`src/rtl/video_led_judge_gen_if.sv`:
```
// Pixel stream, LED table write port and judge result of the LED-overlay hit judge.
// The master drives pixels/table writes; the slave (the judge) returns hit/colour results.
interface video_led_judge_gen_if #(
    parameter int C_LED_N = 18,
    parameter int C_HW    = 9,
    parameter int C_VW    = 8,
    parameter int C_PHW   = 3
);
    localparam int C_IW = $clog2(C_LED_N + 1);
    localparam int C_DW = C_HW + C_VW + 4 + C_PHW;

    logic               CK_EE_i;
    logic               FRAME_i;
    logic [C_HW-1:0]    HCTRs_i;
    logic [C_VW-1:0]    VCTRs_i;
    logic [C_LED_N-1:0] LEDs_ON_i;
    logic               WR_i;
    logic [C_IW-1:0]    WR_ADRs_i;
    logic [C_DW-1:0]    WR_DATs_i;
    logic               LED_HIT_o;
    logic               LED_COLOR_ON_o;
    logic [C_PHW-1:0]   LED_COLOR_PHs_o;
    logic [C_IW-1:0]    LED_IDXs_o;

    modport master (
        output CK_EE_i, FRAME_i, HCTRs_i, VCTRs_i, LEDs_ON_i, WR_i, WR_ADRs_i, WR_DATs_i,
        input  LED_HIT_o, LED_COLOR_ON_o, LED_COLOR_PHs_o, LED_IDXs_o
    );

    modport slave (
        input  CK_EE_i, FRAME_i, HCTRs_i, VCTRs_i, LEDs_ON_i, WR_i, WR_ADRs_i, WR_DATs_i,
        output LED_HIT_o, LED_COLOR_ON_o, LED_COLOR_PHs_o, LED_IDXs_o
    );
endinterface

```
`src/rtl/video_led_judge_gen.sv`:
```
// LED-overlay hit judge: double-buffered sprite table, four shapes, per-LED blink,
// and a 2-stage pixel-enabled pipeline from H/V counters to hit/colour outputs.
module video_led_judge_gen #(
    parameter int C_LED_N   = 18,
    parameter int C_HW      = 9,
    parameter int C_VW      = 8,
    parameter int C_RAD     = 7,
    parameter int C_PHW     = 3,
    parameter int C_BLINK_W = 5
) (
    input  logic                  CK_i,
    input  logic                  RST_i,
    video_led_judge_gen_if.slave  bus
);
    localparam int C_IW = $clog2(C_LED_N + 1);

    typedef enum logic [1:0] {
        SHAPE_SQUARE  = 2'd0,
        SHAPE_DIAMOND = 2'd1,
        SHAPE_HOLLOW  = 2'd2,
        SHAPE_OFF     = 2'd3
    } shape_e;

    typedef struct packed {
        logic [C_PHW-1:0] ph;
        logic             color_on;
        logic             blink;
        shape_e           shape;
        logic [C_VW-1:0]  y;
        logic [C_HW-1:0]  x;
    } entry_t;

    localparam entry_t C_ENTRY_RST = '{ph: '0, color_on: 1'b0, blink: 1'b0,
                                       shape: SHAPE_OFF, y: '0, x: '0};

    // Distances are taken in 32 bits so sprites near the counter edges never wrap around.
    function automatic logic f_geo_hit(entry_t e, logic [C_HW-1:0] h, logic [C_VW-1:0] v);
        logic [31:0] h32, v32, x32, y32, dx, dy, mx, rad;
        logic        hit;
        h32 = 32'(h);
        v32 = 32'(v);
        x32 = 32'(e.x);
        y32 = 32'(e.y);
        rad = 32'(C_RAD);
        dx  = (h32 >= x32) ? (h32 - x32) : (x32 - h32);
        dy  = (v32 >= y32) ? (v32 - y32) : (y32 - v32);
        mx  = (dx > dy) ? dx : dy;
        case (e.shape)
            SHAPE_SQUARE:  hit = (dx <= rad) && (dy <= rad);
            SHAPE_DIAMOND: hit = (dx + dy) <= rad;
            SHAPE_HOLLOW:  hit = (mx == rad) || (mx == rad - 32'd1);
            default:       hit = 1'b0;
        endcase
        return hit;
    endfunction

    entry_t               r_shadow [C_LED_N];
    entry_t               r_active [C_LED_N];
    logic [C_BLINK_W-1:0] r_blink_ctr;
    logic [C_IW-1:0]      r_s1_idx;
    logic                 r_s1_hit;
    logic                 r_hit;
    logic                 r_color_on;
    logic [C_PHW-1:0]     r_ph;
    logic [C_IW-1:0]      r_idx;

    entry_t               w_shadow_nxt [C_LED_N];
    logic                 w_commit;
    logic [C_LED_N-1:0]   w_geo_hit;
    logic [C_IW-1:0]      w_s1_idx;
    logic                 w_s1_hit;
    entry_t               w_sel;
    logic                 w_on;
    logic                 w_blink_off;

    assign w_commit = bus.CK_EE_i & bus.FRAME_i;

    // NOTE: every combinational output gets a default first so no latch is inferred.
    always_comb begin
        w_shadow_nxt = r_shadow;
        for (int i = 0; i < C_LED_N; i++) begin
            if (bus.WR_i && (bus.WR_ADRs_i == C_IW'(i)))
                w_shadow_nxt[i] = entry_t'(bus.WR_DATs_i);
        end
    end

    // Lowest index with a geometric hit wins, whether or not it is lit.
    always_comb begin
        w_geo_hit = '0;
        w_s1_idx  = '1;
        w_s1_hit  = 1'b0;
        for (int i = 0; i < C_LED_N; i++)
            w_geo_hit[i] = f_geo_hit(r_active[i], bus.HCTRs_i, bus.VCTRs_i);
        for (int i = C_LED_N - 1; i >= 0; i--) begin
            if (w_geo_hit[i]) begin
                w_s1_idx = C_IW'(i);
                w_s1_hit = 1'b1;
            end
        end
    end

    always_comb begin
        w_sel = '0;
        w_on  = 1'b0;
        for (int i = 0; i < C_LED_N; i++) begin
            if (r_s1_hit && (r_s1_idx == C_IW'(i))) begin
                w_sel = r_active[i];
                w_on  = bus.LEDs_ON_i[i];
            end
        end
        w_blink_off = w_sel.blink & r_blink_ctr[C_BLINK_W-1];
    end

    // NOTE: sequential state uses non-blocking assignments only; the table is a small
    // register file and is reset explicitly so every sprite starts disabled.
    always_ff @(posedge CK_i) begin
        if (RST_i) begin
            for (int i = 0; i < C_LED_N; i++) begin
                r_shadow[i] <= C_ENTRY_RST;
                r_active[i] <= C_ENTRY_RST;
            end
            r_blink_ctr <= '0;
            r_s1_idx    <= '1;
            r_s1_hit    <= 1'b0;
            r_hit       <= 1'b0;
            r_color_on  <= 1'b0;
            r_ph        <= '0;
            r_idx       <= '1;
        end else begin
            r_shadow <= w_shadow_nxt;
            if (w_commit) begin
                r_active    <= w_shadow_nxt;
                r_blink_ctr <= r_blink_ctr + C_BLINK_W'(1);
            end
            if (bus.CK_EE_i) begin
                r_s1_idx   <= w_s1_idx;
                r_s1_hit   <= w_s1_hit;
                r_hit      <= r_s1_hit & w_on & ~w_blink_off;
                r_color_on <= r_s1_hit & w_sel.color_on;
                r_ph       <= w_sel.ph;
                r_idx      <= r_s1_idx;
            end
        end
    end

    assign bus.LED_HIT_o       = r_hit;
    assign bus.LED_COLOR_ON_o  = r_color_on;
    assign bus.LED_COLOR_PHs_o = r_ph;
    assign bus.LED_IDXs_o      = r_idx;
endmodule

```
`src/flat_wrapper.sv`:
```
// flat-port wrapper written by rule: the top's interface ports become plain ports
module video_led_judge_gen_flat 
#(
    parameter int C_LED_N   = 18,
    parameter int C_HW      = 9,
    parameter int C_VW      = 8,
    parameter int C_RAD     = 7,
    parameter int C_PHW     = 3,
    parameter int C_BLINK_W = 5
)
  (CK_i, RST_i, bus_CK_EE_i, bus_FRAME_i, bus_HCTRs_i, bus_VCTRs_i, bus_LEDs_ON_i, bus_WR_i, bus_WR_ADRs_i, bus_WR_DATs_i, bus_LED_HIT_o, bus_LED_COLOR_ON_o, bus_LED_COLOR_PHs_o, bus_LED_IDXs_o);
  video_led_judge_gen_if #(.C_LED_N(C_LED_N), .C_HW(C_HW), .C_VW(C_VW), .C_PHW(C_PHW)) bus_i ();
  input  logic CK_i;
  input  logic RST_i;
  input wire logic [$bits(bus_i.CK_EE_i)-1:0] bus_CK_EE_i;
  input wire logic [$bits(bus_i.FRAME_i)-1:0] bus_FRAME_i;
  input wire logic [$bits(bus_i.HCTRs_i)-1:0] bus_HCTRs_i;
  input wire logic [$bits(bus_i.VCTRs_i)-1:0] bus_VCTRs_i;
  input wire logic [$bits(bus_i.LEDs_ON_i)-1:0] bus_LEDs_ON_i;
  input wire logic [$bits(bus_i.WR_i)-1:0] bus_WR_i;
  input wire logic [$bits(bus_i.WR_ADRs_i)-1:0] bus_WR_ADRs_i;
  input wire logic [$bits(bus_i.WR_DATs_i)-1:0] bus_WR_DATs_i;
  output wire logic [$bits(bus_i.LED_HIT_o)-1:0] bus_LED_HIT_o;
  output wire logic [$bits(bus_i.LED_COLOR_ON_o)-1:0] bus_LED_COLOR_ON_o;
  output wire logic [$bits(bus_i.LED_COLOR_PHs_o)-1:0] bus_LED_COLOR_PHs_o;
  output wire logic [$bits(bus_i.LED_IDXs_o)-1:0] bus_LED_IDXs_o;
  assign bus_i.CK_EE_i = bus_CK_EE_i;
  assign bus_i.FRAME_i = bus_FRAME_i;
  assign bus_i.HCTRs_i = bus_HCTRs_i;
  assign bus_i.VCTRs_i = bus_VCTRs_i;
  assign bus_i.LEDs_ON_i = bus_LEDs_ON_i;
  assign bus_i.WR_i = bus_WR_i;
  assign bus_i.WR_ADRs_i = bus_WR_ADRs_i;
  assign bus_i.WR_DATs_i = bus_WR_DATs_i;
  assign bus_LED_HIT_o = bus_i.LED_HIT_o;
  assign bus_LED_COLOR_ON_o = bus_i.LED_COLOR_ON_o;
  assign bus_LED_COLOR_PHs_o = bus_i.LED_COLOR_PHs_o;
  assign bus_LED_IDXs_o = bus_i.LED_IDXs_o;
  video_led_judge_gen #(.C_LED_N(C_LED_N), .C_HW(C_HW), .C_VW(C_VW), .C_RAD(C_RAD), .C_PHW(C_PHW), .C_BLINK_W(C_BLINK_W)) u_core (.CK_i(CK_i), .RST_i(RST_i), .bus(bus_i));
endmodule
```
`config.mk`:
```
export PLATFORM = sky130hd
export DESIGN_NAME = video_led_judge_gen_flat
export DESIGN_NICKNAME = d
export VERILOG_FILES = /design/src/rtl/video_led_judge_gen_if.sv /design/src/rtl/video_led_judge_gen.sv /design/src/flat_wrapper.sv
export SDC_FILE = /design/constraint.sdc
export NUM_CORES = 2
export LEC_CHECK = 0
export ABC_AREA = 1
export BUFFER_PORTS_ARGS = -buffer_cell sky130_fd_sc_hd__buf_2
export CORE_MARGIN = 4
export CORE_UTILIZATION = 60
export CTS_CLUSTER_SIZE = 20
export DETAILED_ROUTE_END_ITERATION = 8
export PLACE_DENSITY = 0.76
export RECOVER_POWER = 100
export SLEW_MARGIN = 20
export SYNTH_ARGS = -nofsm -noshare
export SYNTH_HDL_FRONTEND = slang
export SYNTH_SLANG_ARGS = --single-unit
```
`constraint.sdc`:
```
create_clock -name CK_i -period 8 [get_ports CK_i]
set_input_delay 0.4 -clock CK_i [delete_from_list [all_inputs] [get_ports CK_i]]
set_output_delay 0.4 -clock CK_i [all_outputs]
set_load 0.005 [all_outputs]
```
Word-level counts from Yosys, hierarchy flattened

Index checks and enable logic that the tools add are counted.
Widths: inputs -> output; s select.

$add $sub $neg: 91
$lt $le $gt $ge: 108
Eq/ne operators: 106
Multiplexer cells: 162
Bitwise operators: 6
Reductions and logical operators: 92

Operators by type and width:

| operator            | count |
|---|---|
| $le 32x3->1 const B | 54 |
| $mux 32             | 54 |
| $eq 32x3->1 const B | 36 |
| $mux 24             | 36 |
| $add 32x32->32      | 18 |
| $gt 32x32->1        | 18 |
| $sub 9x9->10        | 36 |
| $sub 8x8->9         | 36 |
| $ge 9x9->1          | 18 |
| $ge 8x8->1          | 18 |
| $eq 5x4->1 const B  | 16 |
| $mux 5              | 16 |
| $logic_and 1x1->1   | 54 |
| $pmux 1 s3          | 18 |
| $eq 5x3->1 const B  | 8 |
| $eq 2x1->1 const B  | 18 |
| $eq 2x2->1 const B  | 18 |
| $logic_not 2->1     | 18 |
| $mux 1              | 36 |
| $eq 5x2->1 const B  | 4 |
| $eq 5x5->1 const B  | 4 |
| $logic_or 1x1->1    | 18 |
| $eq 5x1->1 const B  | 2 |
| $logic_not 5->1     | 2 |
| 4 further kinds     | 9 |

Register bits after elaboration: 885
Output and inout bits: 10
Word-level logic and storage cells: 788

Depth between registers and ports, before layout

Word-level depth: 25
Depth in mapped cells: 49
Mapped depth without buffers: 48

Worst setup path before layout

OpenSTA, ideal clock, no wires.

Path type: input -> register
Start: in bus_HCTRs_i[1]
End: reg u_core.r_s1_idx[0]
Setup time: 115 ps
Data arrival time: 6860 ps
Path slack: 1025 ps
Cell stages on the path: 30
Cells stage by stage: inv_1 -> ha_1 -> nand2_1 -> nor4_1 -> nor2_1 -> o21ai_2 -> buf_4 -> nand2_1 -> o221ai_1 -> nand2_1 -> o21ai_0 -> inv_1 -> ha_1 -> a21oi_1 -> o21ai_1 -> fa_1 -> nor3b_1 -> or3b_2 -> nor4_1 -> nand4_1 -> nand2_1 -> a21oi_1 -> nand2_1 -> nand2_1 -> nand2_1 -> nand2_1 -> nand2_1 -> nand2_1 -> nand2_1 -> nand2_1

Cells in the longest elaborated chain, start to end: 24
Elaborated cells between the ends (all ways): 255
Those cells by class: add/sub (51); order compare (68); eq/ne (34); mux (68); reduce/logical (34)

RTL lines:

| element                                                 | line                       | source |
|---|---|---|
| start, declared                                         | flat_wrapper.sv:17         | `input wire logic [$bits(bus_i.HCTRs_i)-1:0] bus_HCTRs_i;` |
| branches (longest 23 deep; another with $add 32x32->32) | n/a                        |  |
| $mux 5 *                                                | video_led_judge_gen.sv:95  | `if (w_geo_hit[i]) begin` |
| end signal, assigned                                    | video_led_judge_gen.sv:136 | `r_s1_idx <= w_s1_idx;` |
| end, declared                                           | video_led_judge_gen.sv:60  | `logic [C_IW-1:0] r_s1_idx;` |

Every way passes the cells marked *.
A chain may end at the register's enable or synchronous reset.

Worst setup path in the final report

Start: in RST_i
End: reg u_core.r_active[14] (netlist bit)

RTL lines:

| element              | line                       | source |
|---|---|---|
| start, declared      | flat_wrapper.sv:14         | `input logic RST_i;` |
| end signal, assigned | video_led_judge_gen.sv:132 | `r_active <= w_shadow_nxt;` |
| end, declared        | video_led_judge_gen.sv:58  | `entry_t r_active [C_LED_N];` |

No word-level cell between the ends.

==> metrics.md <==
| Metric | Value |
|---|---|
| Status | complete, but fails checks |
| Hpwl dp | 192.3 mm |
| Root buf cell | clkbuf_16 |
| Highest routed layer | met5 |
| Failing checks | capacitance limit, slew limit |
| Final worst path period share | 92.01% |
| EDFF count, synth | 0 |
| Measured slew at the worst slew-check pin | 5.355 ns |
| Critical Path End Type | flip-flop |
| WL met1 | 114.0 mm |
| Post-Syn Area | 0.08049 mm² |
| Crit-path cells | buf_8 > clkinvlp_2 > buf_4 > o211ai_1 > inv_1 |
| Commonest cells in the netlist | nand2_1 (2153), inv_1 (1839), ha_1 (1009), nor2_1 (964), dfxtp_1 (885) |
| Area grow syn2layout | 7.163% |
| DR DRC count | 0 |
| Final worst path period need | 7.361 ns |
| Slew margin rel. | -258.9% |
| Post-synthesis cell type count | 76 |
| Fin Hold WS | 0.08639 ns |
| Hold Crit Class | input pin to flip-flop |
| Critical path buffers and inverters | 4 |
| Total global routing track utilization | 37.16% |
| Via/cell ratio | 5.855 |
| Nets | 12.41k |
| DR iter-0 viols | 7012 |
| First-pass GRT wire length | 410.5 mm |
| Fmax | 135.8 MHz |
| Primary FF master, synth | dfxtp_1 |
| Slowest CP cell | clkinvlp_2 |
| Clock Pin Slew Worst Setup and Hold Paths | 0.06 ns |
| Critical R2R Capture | u_core.r_s1_idx[3]$_SDFFE_PP1P_ |
| Static leakage | 46.77 nW |
| R2r worst-path depth | 36 |
| Clock latency on the worst-skew pair | 0.74 ns |
| Met3 routed wirelength | 23.67 mm |
| Routability cong. | 1.028 |
| Total Wirelength | 269.8 mm |
| Pwr Total | 18.19 mW |
| Setup violators final | 0 |
| WS Path Type | input pin to flip-flop |
| Drt pass-1 iters | 9 |
| Final core occ | 64.72% |
| Final Non-Filler Cells | 12.93k |
| Setup crit end | u_core.r_active[14]$_SDFFE_PP0P_ |
| Synth top area share | 22.01% |
| Crit path max-delay family | buffers and inverters |
| #FFs+latches synth | 885 |
| Synth area leaders | dfxtp_1 (22%), ha_1 (16%), nand2_1 (10%) |
| CTS buffer count | 103 |
| Initial Util | 60.39% |
| Ratio of cells with drive above 1 in the final layout | 4.936% |
| Filler instances | 12.09k |
| Setup_tns | 0 ns |
| Setup ws final | 0.6388 ns |
| Antenna violations before repair | 19 |
| Total gr overflow | 0 |
| Post CTS Setup Buffer Count | 0 |
| FP Rows | 134 |
| Full die area | 0.1401 mm² |
| R2R Path Start | u_core.r_active[384]$_SDFFE_PP0P_ |
| Clk_skew | 0.04669 ns |
| Vias | 75.73k |
| Largest net degree at the start of global routing | 202 |
| R2r setup slk | 0.78 ns |
| Core ar. | 0.1333 mm² |
| Crit Path Max Fanout | 191 |
| Clock Path Buffers | 3 |
| DR WL met2 | 116.2 mm |
| FFs w/ async S/R, synth | 0% |
| Vias in the first global route | 71.59k |
| Synthesis Warnings | 0 |
| IO Pins | 79 |
| Critical Path Start Type | input pin |
| Die width | 374.3 µm |
| RSZ-0062 raised after global routing | false |
| Syn nets | 12.48k |
| Crit path depth | 5 |
| PortBufs | 78 |
| Sequential fraction of the synthesis area | 22.01% |
| CTS tree | done |
| Clock sinks | 885 |
| Place WS | 0.1187 ns |
| Most frequent cell after synthesis | nand2_1 |
| CP Launch Point | RST_i |
| Cts repair resizes | 0 |
| Placed cells | 12.74k |
| Post-route ant nets | 0 |
| Die height | 374.3 µm |
| Peak supply drop | 0.2101 mV |
| WL/cell | 20.86 µm |
| CP required | 8.64 ns |
| Clock H-tree levels | 3 |
| Hold Buf Count CTS | 0 |
| Post-DP Area | 0.08269 mm² |
| Max-cap violations | 19 |
| Largest area contributor in the netlist | dfxtp_1 |
| Slew Limit Fails | 1073 |
| Pwr Density | 210.9 mW/mm² |
| Mapped Cells | 11.15k |
| Final Instance Area | 0.08626 mm² |
| Final Hold Fails | 0 |
| CP peak stage delay | 4.10 ns |
| Mean Syn Cell Area | 7.222 µm² |
| CP arrival | 8.00 ns |
==> per-layer routing <==
metal / vias up / global-route usage [%]
li1: 36110 / -
met1: 35920 / 49.02
met2: 3039 / 58.81
met3: 660 / 6.657
met4: 4 / 17.93
met5: - / 0
==> worst min-delay path by stage <==
stage	start	endpoint	slack, ns	depth (start not counted)
after global routing	RST_i	u_core.r_shadow[132]$_SDFF_PP0_	0.10	2
after detailed placement	u_core.r_shadow[425]$_SDFF_PP1_	u_core.r_shadow[425]$_SDFF_PP1_	0.44	2
final	bus_LEDs_ON_i[16]	u_core.bus.LED_HIT_o$_SDFFE_PP0P_	0.09	5
after global placement	u_core.r_shadow[353]$_SDFF_PP1_	u_core.r_shadow[353]$_SDFF_PP1_	0.44	2
after floorplan	u_core.r_shadow[113]$_SDFF_PP1_	u_core.r_shadow[113]$_SDFF_PP1_	0.43	2
after CTS	bus_LEDs_ON_i[16]	u_core.bus.LED_HIT_o$_SDFFE_PP0P_	0.04	5
==> flip-flops by register name (all words and copies together), names as in the netlist <==
name                        count
u_core.bus.LED_COLOR_ON_o       1
u_core.bus.LED_COLOR_PHs_o      3
u_core.bus.LED_HIT_o            1
u_core.bus.LED_IDXs_o           5
u_core.r_active               432
u_core.r_blink_ctr              5
u_core.r_s1_hit                 1
u_core.r_s1_idx                 5
u_core.r_shadow               432
==> cells in the final DEF (no fill, tap or decap), drive strengths merged, types with 23 or more instances in the layout <==
| cell type | Yosys | routed |
|---|---|---|
| xnor2 | 46 | 46 |
| o211ai | 450 | 450 |
| inv | 1866 | 1871 |
| fa | 255 | 255 |
| mux2i | 446 | 446 |
| o2111ai | 32 | 32 |
| a21o | 72 | 72 |
| nor3 | 116 | 116 |
| clkinv | 0 | 34 |
| o21ai | 471 | 471 |
| a221oi | 33 | 33 |
| nand3 | 383 | 383 |
| clkbuf | 253 | 149 |
| dfxtp | 885 | 885 |
| buf | 138 | 199 |
| xor2 | 310 | 310 |
| nor2 | 971 | 971 |
| o21bai | 41 | 41 |
| a31oi | 23 | 23 |
| ha | 1009 | 1009 |
| nand2 | 2183 | 2183 |
| nand4 | 132 | 132 |
| or2 | 30 | 30 |
| a21oi | 722 | 722 |
| nor4 | 60 | 60 |
==> tightest hold or removal path: cells and delay by family <==
kind / cells / cell delay [ns]
compound gates: 1 / 0.06
buf+inv: 1 / 0.10
simple gates: 3 / 0.24
==> power by group <==
part           internal (mW)  total, mW  leakage, nW  switching, mW
Clock                   2.90       5.08         1.75           2.18
Sequential              4.55       4.68         7.21          0.128
Combinational           2.86       8.43         37.8           5.58
==> logic make-up after synthesis <==
| group | synth area share, % |
|---|---|
| flops | 22.01 |
| mux | 5.574 |
| fa+ha+maj | 22.03 |
| buf+inv | 10.82 |
| compound gates | 15.48 |
| simple gates | 20.18 |
| xor+xnor | 3.920 |
==> final cells by class <==
cell class,instances,area [µm²],share of cell area [%]
antenna,4,10.01,0.01160
clock inverter,61,862.1,0.9994
tap,1768,2212,2.565
sequential,885,17720,20.54
multi-input combinational,8002,54080,62.69
clock buffer,129,2785,3.229
inverter,1866,7015,8.133
timing repair buffer,219,1579,1.831
No activity file was read; power rests on OpenSTA's default activity.
